File: config.mk
export PLATFORM = sky130hd
export DESIGN_NAME = arb_loader
export DESIGN_NICKNAME = d
export VERILOG_FILES = /design/src/rtl/arb_loader.sv
export SDC_FILE = /design/constraint.sdc
export NUM_CORES = 1
export LEC_CHECK = 0
export BUFFER_PORTS_ARGS = -buffer_cell sky130_fd_sc_hd__buf_2
export CORE_AREA = 2 2 307 309
export CTS_CLUSTER_DIAMETER = 80
export CTS_CLUSTER_SIZE = 20
export DETAILED_ROUTE_END_ITERATION = 10
export DIE_AREA = 0 0 309 311
export HOLD_SLACK_MARGIN = 0.08
export SYNTH_ARGS = -nofsm -noshare
export SYNTH_HDL_FRONTEND = slang
export SYNTH_SLANG_ARGS = --single-unit
File: constraint.sdc
create_clock -name clk -period 34.5 [get_ports clk]
set_input_delay 3.45 -clock clk [delete_from_list [all_inputs] [get_ports clk]]
set_output_delay 3.45 -clock clk [all_outputs]
set_load 0.02 [all_outputs]
File: src/rtl/arb_loader.sv
// Loader that packs (score, position) beats into the 64-slot arbiter bank
// and holds it stable with frame_valid until the result is acknowledged.
module arb_loader #(
  parameter int N_SLOTS = 64,
  parameter int W       = 6
) (
  input  logic                 clk,
  input  logic                 rst,
  input  logic                 start,
  input  logic                 in_valid,
  output logic                 in_ready,
  input  logic [W-1:0]         in_score,
  input  logic [W-1:0]         in_pos,
  input  logic                 in_last,
  output logic [N_SLOTS*W-1:0] scores_flat,
  output logic [N_SLOTS*W-1:0] pos_flat,
  output logic                 frame_valid,
  input  logic                 frame_ack,
  output logic [6:0]           count,
  output logic                 truncated
);

  typedef enum logic [1:0] {
    IDLE    = 2'd0,
    LOAD    = 2'd1,
    PRESENT = 2'd2
  } state_t;

  localparam logic [6:0] LAST_IDX = 7'(N_SLOTS - 1);

  state_t state, state_nxt;

  logic [W-1:0] score_q [N_SLOTS];
  logic [W-1:0] pos_q   [N_SLOTS];
  logic [6:0]   count_q;
  logic         trunc_q;
  logic         accept;
  logic         at_last;

  assign accept  = (state == LOAD) && in_valid && !start;
  assign at_last = (count_q == LAST_IDX);

  always_ff @(posedge clk or posedge rst) begin
    if (rst) state <= IDLE;
    else     state <= state_nxt;
  end

  always_comb begin
    state_nxt = state;
    if (start) begin
      state_nxt = LOAD;
    end else begin
      unique case (state)
        IDLE:    state_nxt = IDLE;
        LOAD:    if (accept && (in_last || at_last)) state_nxt = PRESENT;
        PRESENT: if (frame_ack) state_nxt = IDLE;
        default: state_nxt = IDLE;
      endcase
    end
  end

  // Cleared slots read as score 0, which the arbiter treats as empty.
  always_ff @(posedge clk or posedge rst) begin
    if (rst) begin
      for (int k = 0; k < N_SLOTS; k++) begin
        score_q[k] <= '0;
        pos_q[k]   <= '0;
      end
      count_q <= '0;
      trunc_q <= 1'b0;
    end else if (start) begin
      for (int k = 0; k < N_SLOTS; k++) begin
        score_q[k] <= '0;
        pos_q[k]   <= '0;
      end
      count_q <= '0;
      trunc_q <= 1'b0;
    end else if (accept) begin
      score_q[count_q[5:0]] <= in_score;
      pos_q[count_q[5:0]]   <= in_pos;
      count_q               <= count_q + 7'd1;
      if (at_last && !in_last) trunc_q <= 1'b1;
    end
  end

  for (genvar k = 0; k < N_SLOTS; k++) begin : g_flat
    assign scores_flat[W*k +: W] = score_q[k];
    assign pos_flat[W*k +: W]    = pos_q[k];
  end

  assign in_ready    = (state == LOAD);
  assign frame_valid = (state == PRESENT);
  assign count       = count_q;
  assign truncated   = trunc_q;

endmodule

# Yosys cells after proc, flatten, opt, wreduce, memory -nomap -nowiden
# Index checks and enable logic that the tools add are counted.
# totals
regBits	778
input_bits	18
out_inout_bits	778
elab_cells	169
# classes
add_sub_neg	1
order_cmp	2
n_eq_ne	5
muxes	17
bitwise	1
reduce_logical	12
# op_table
cell	n
2-to-1 mux 384 bit	4
bitwise mux 384 bit	2
demux 6 bit (select 6 bit)	1
2-to-1 mux 7 bit	2
adder 7 x 1 -> 7 bit, second input constant	1
== test 7 x 6 -> 1 bit, second input constant	1
greater-or-equal comparator 7 bit, second input constant	1
< comparator 7 x 1 -> 1 bit, second input constant	1
NOT 6 -> 7 bit	1
2-to-1 mux 2 bit	3
2-to-1 mux 6 bit	1
!= test 3 x 2 -> 1 bit, second input constant	2
logical AND 1 bit	5
one-hot mux 2 bit (2 select lines)	1
AND reduction 2 bit	2
nonzero test 2 bit	2
2-to-1 mux 1 bit	3
== test 2 x 1 -> 1 bit, second input constant	1
== test 2 bit, second input constant	1
zero test 1 bit	2
logical OR 1 bit	1

# Longest topological paths before layout
# logic_depth
depth_word	8
mapped_depth	6
depth_no_buf	4

# Least setup slack after synthesis
# No wires, ideal clock.
# synth_path
path_type	input to register
start	in start
end	reg count_q[3] (netlist: count[3])
setup_ps	125
t_arrival_ps	4540
t_required_ps	34375
slack_ps	29836
stages	5
n_path_buf	3
cell_sequence	clkbuf_1 > clkbuf_1 > buf_1 > nor2_1 > mux2_2
# synth_between
elab_chain_cells	3
word_cells_on_any_way	4
classes_between	1 x mux; 3 x reduce/logical
# synth_lines
item	line	text
start, declared	9	input logic start,
zero test 1 bit	40	assign accept = (state == LOAD) && in_valid && !start;
logical AND 1 bit	40	
nonzero test 2 bit (no source line)	n/a	
end signal, assigned	81	count_q <= count_q + 7'd1;
end, declared	35	logic [6:0] count_q;
# Parallel ways exist; a longest one is shown, timed or not.
# A chain may end at the register's enable or synchronous reset.

# Final worst setup path
# layout_path
start	in start
end	reg pos_q (netlist bit pos_flat[197])
# layout_between
elab_chain_cells	3
word_cells_on_any_way	4
classes_between	1 x mux; 3 x reduce/logical
# layout_lines
item	line	text
zero test 1 bit	40	
logical AND 1 bit	40	
nonzero test 2 bit (no source line)	n/a	
end signal, assigned by index	80	pos_q[count_q[5:0]] <= in_pos;
end, declared	34	logic [W-1:0] pos_q [N_SLOTS];
# Parallel ways exist; a longest one is shown, timed or not.

==> impl_metrics.ini <==
[clock_network]
clock_latency_ns = 0.63
numCtsBuffers = 49
ctsHoldBuffers = 0
cts_sinks = 778
root_buffer = clkbuf_16
cts_tree = built
cts_max_level = 2
cts.reportedPaths.clkPinSlew_ns = 0.09
cts_resized = 0
clockBufferDepth = 3
post-cts-setup-buffer-count = 0

[global_route]
globalRouteOverflowTotal = 0
grt_start_max_net_pins = 135
grt_pass1_wl_microns = 164000
grt_pass1_vias = 23169
grt_antenna_before_repair = 5
grt.total_usage_pct = 22.7

[setup_path]
cp-start-kind = input pin
r2r_cells = 4
required_ns = 34.96
crit_fanout = 121
cp_slowest_cell = buf_4
timing_worst_setup_path_type = input pin to flop
path_common_cell = buf_4
rr_startpoint = count[4]$_DFFE_PP0P_
cp.arrival_ns = 7.59
r2r_end = scores_flat[367]$_DFFE_PP0P_
r2r_slack_ns = 31.54
end_kind = flop
path_cells = buf_8 -> buf_4 -> buf_4 -> buf_4 -> buf_4 -> nand2b_1 -> mux2i_1
cpPeakStageDelay_ns = 0.82

[layout]
nNetsFinal = 3354
layout.area.seq_sq_um = 19500
n_fill_cell = 8908
area_delta_synth_final_pct = 18.3
drive_gt1_share_pct = 28.6
multi_input_area_sq_um = 13700
final_core_util_pct = 43.6

[sta]
timing.fmax_mhz = 140
hold_viol = 0
drv_slew = 0
finalSetupViolations = 0
finalCriticalPeriod_ns = 7.14
rsz0062_at_grt = false
finalSetupTns_ns = 0
fin_skew_ns = 0.0315
tightest_slew_ns = 1.16
post-route-period-util_pct = 20.7
slew_headroom_pct = 23.0

[logic_synthesis]
avgSynthCellArea_sq_um = 12.6
ys.flop_type = dfrtp_1
syn_area_sq_um = 34200
yosys_warnings = 0
yosysUniqueCellTypes = 37
syn_inst = 2711
yosys.area.top_type = dfrtp_1
synthTopCellsByCount = nand2b_1 (783), dfrtp_1 (778), mux2i_1 (769)
ys_seq_area_share_pct = 56.9
synth.top_cell.area_share_pct = 56.9
netlist_top_cells_area = dfrtp_1 (57%), mux2i_1 (23%), nand2b_1 (14%)
async_flop_share_pct = 100
synth_most_common_cell = nand2b_1
synth_nets = 2730
synth_edf_count = 0
synth_seq_cells = 778

[hold_path]
min_path_type = flop to flop
min_from = truncated$_DFFE_PP0P_
min_to = truncated$_DFFE_PP0P_
whs_path_depth = 2

[floorplan]
die-area_sq_um = 96100
die_w_microns = 309
start_util_pct = 36.9
rows = 112
core_area_sq_um = 92800
io_pins = 796
die_h_microns = 311

[drt]
finalWirelength_microns = 112000
drc_errors = 0
vias = 22540
dr.pass1.iters = 5
wl_per_cell_microns = 24.3
drtAntennaViolNets = 0
vias_per_cell = 4.90
first_iter_violations = 1502

[placed_design]
gp_congestion = 0.790
portBuffers = 795
hpwl_microns = 71400

[flow_run]
drv_cap = 0

[pwr]
power_leakage_nw = 25.0
ir_drop_uv = 43.1
p_per_area_nw_per_um2 = 40.3

[run_status]
outcome = finished, final reports clean
## routing by layer
| metal | track usage [%] | up-vias | share of wire, % |
|---|---|---|---|
| li1 | - | 10169 | - |
| met5 | 0 | - | 0.036 |
| met2 | 36.6 | 631 | 47 |
| met4 | 7.08 | 6 | 3.2 |
| met3 | 5.99 | 148 | 6.7 |
| met1 | 29.8 | 11586 | 43 |
## power by group
| part | total [W] | switching (W) | internal (W) |
|---|---|---|---|
| clock | 0.000613 | 0.000327 | 0.000286 |
| sequential | 0.000916 | 0.00000203 | 0.000914 |
| combinational | 0.000101 | 0.0000747 | 0.0000267 |
| total | 0.00163 | 0.000403 | 0.00123 |
## worst max-delay path: cells and delay by family
kind,cells,cell delay (ns)
mux,1,0.07
simple gates,1,0.20
buf+inv,5,3.52
## flip-flops by register name, indices dropped and copies added, names as in the netlist
register,cells
count,7
pos_flat,384
scores_flat,384
state,2
truncated,1
## stage by stage
stage | hold slack [ns] | total power [W] | setup WS, ns | instances | area (sq um)
4_1_cts | 0.507 | 0.00165 | 27.50 | 4602 | 40500
2_1_floorplan | 0.586 | 0.000999 | 9.21 | 2711 | 34200
6_report | 0.501 | 0.00163 | 27.36 | 4604 | 40500
5_1_grt | 0.558 | 0.00169 | 27.04 | 4602 | 40500
3_5_place_dp | 0.480 | 0.00104 | 26.82 | 4538 | 39000
3_3_place_gp | 0.467 | 0.00104 | 26.79 | 4538 | 39000
## cell usage in the layout, fill, tap and decap left out, types with 2 or more instances in the layout
cell type / n
diode_2: 2
o211ai_1: 2
nand2b_4: 12
nand3_2: 23
dfrtp_1: 778
o211ai_2: 5
clkinv_4: 2
clkbuf_1: 2
mux2i_1: 769
bufinv_16: 3
nor2b_1: 5
and4bb_2: 6
clkbuf_16: 49
nand3_1: 38
nor4b_4: 3
nand2b_1: 771
buf_4: 36
inv_6: 2
mux2_2: 4
buf_2: 794
and4b_1: 3
nor2_1: 9
and3_1: 3
inv_16: 2
## layout make-up
type / instances / share of cell area, %
antenna: 2 / 0.0124
clock buffer: 52 / 3.08
clock inverter: 12 / 0.479
inverter: 2 / 0.0371
multi-input combinational: 1672 / 33.8
sequential: 778 / 48.1
tap: 1254 / 3.88
timing repair buffer: 832 / 10.6
## logic make-up after synthesis
family	synth area share, %
muxes	22.6
adders and majority gates	0.0366
buffers and inverters	3.36
xor gates and xnor gates	0.0512
AOI/OAI and AO/OA	0.322
DFF	56.9
and+or+nand+nor	16.7
## worst max path at each step
stage / startpoint / end / slack (ns) / cells past startpoint
2_1_floorplan: rst / count[0]$_DFFE_PP0P_ / 9.21 / 1
3_3_place_gp: start / scores_flat[186]$_DFFE_PP0P_ / 26.79 / 7
3_5_place_dp: start / scores_flat[138]$_DFFE_PP0P_ / 26.82 / 7
4_1_cts: start / scores_flat[138]$_DFFE_PP0P_ / 27.50 / 7
5_1_grt: start / pos_flat[184]$_DFFE_PP0P_ / 27.04 / 7
6_report: start / pos_flat[197]$_DFFE_PP0P_ / 27.36 / 7
No activity file was read; power rests on OpenSTA's default activity.
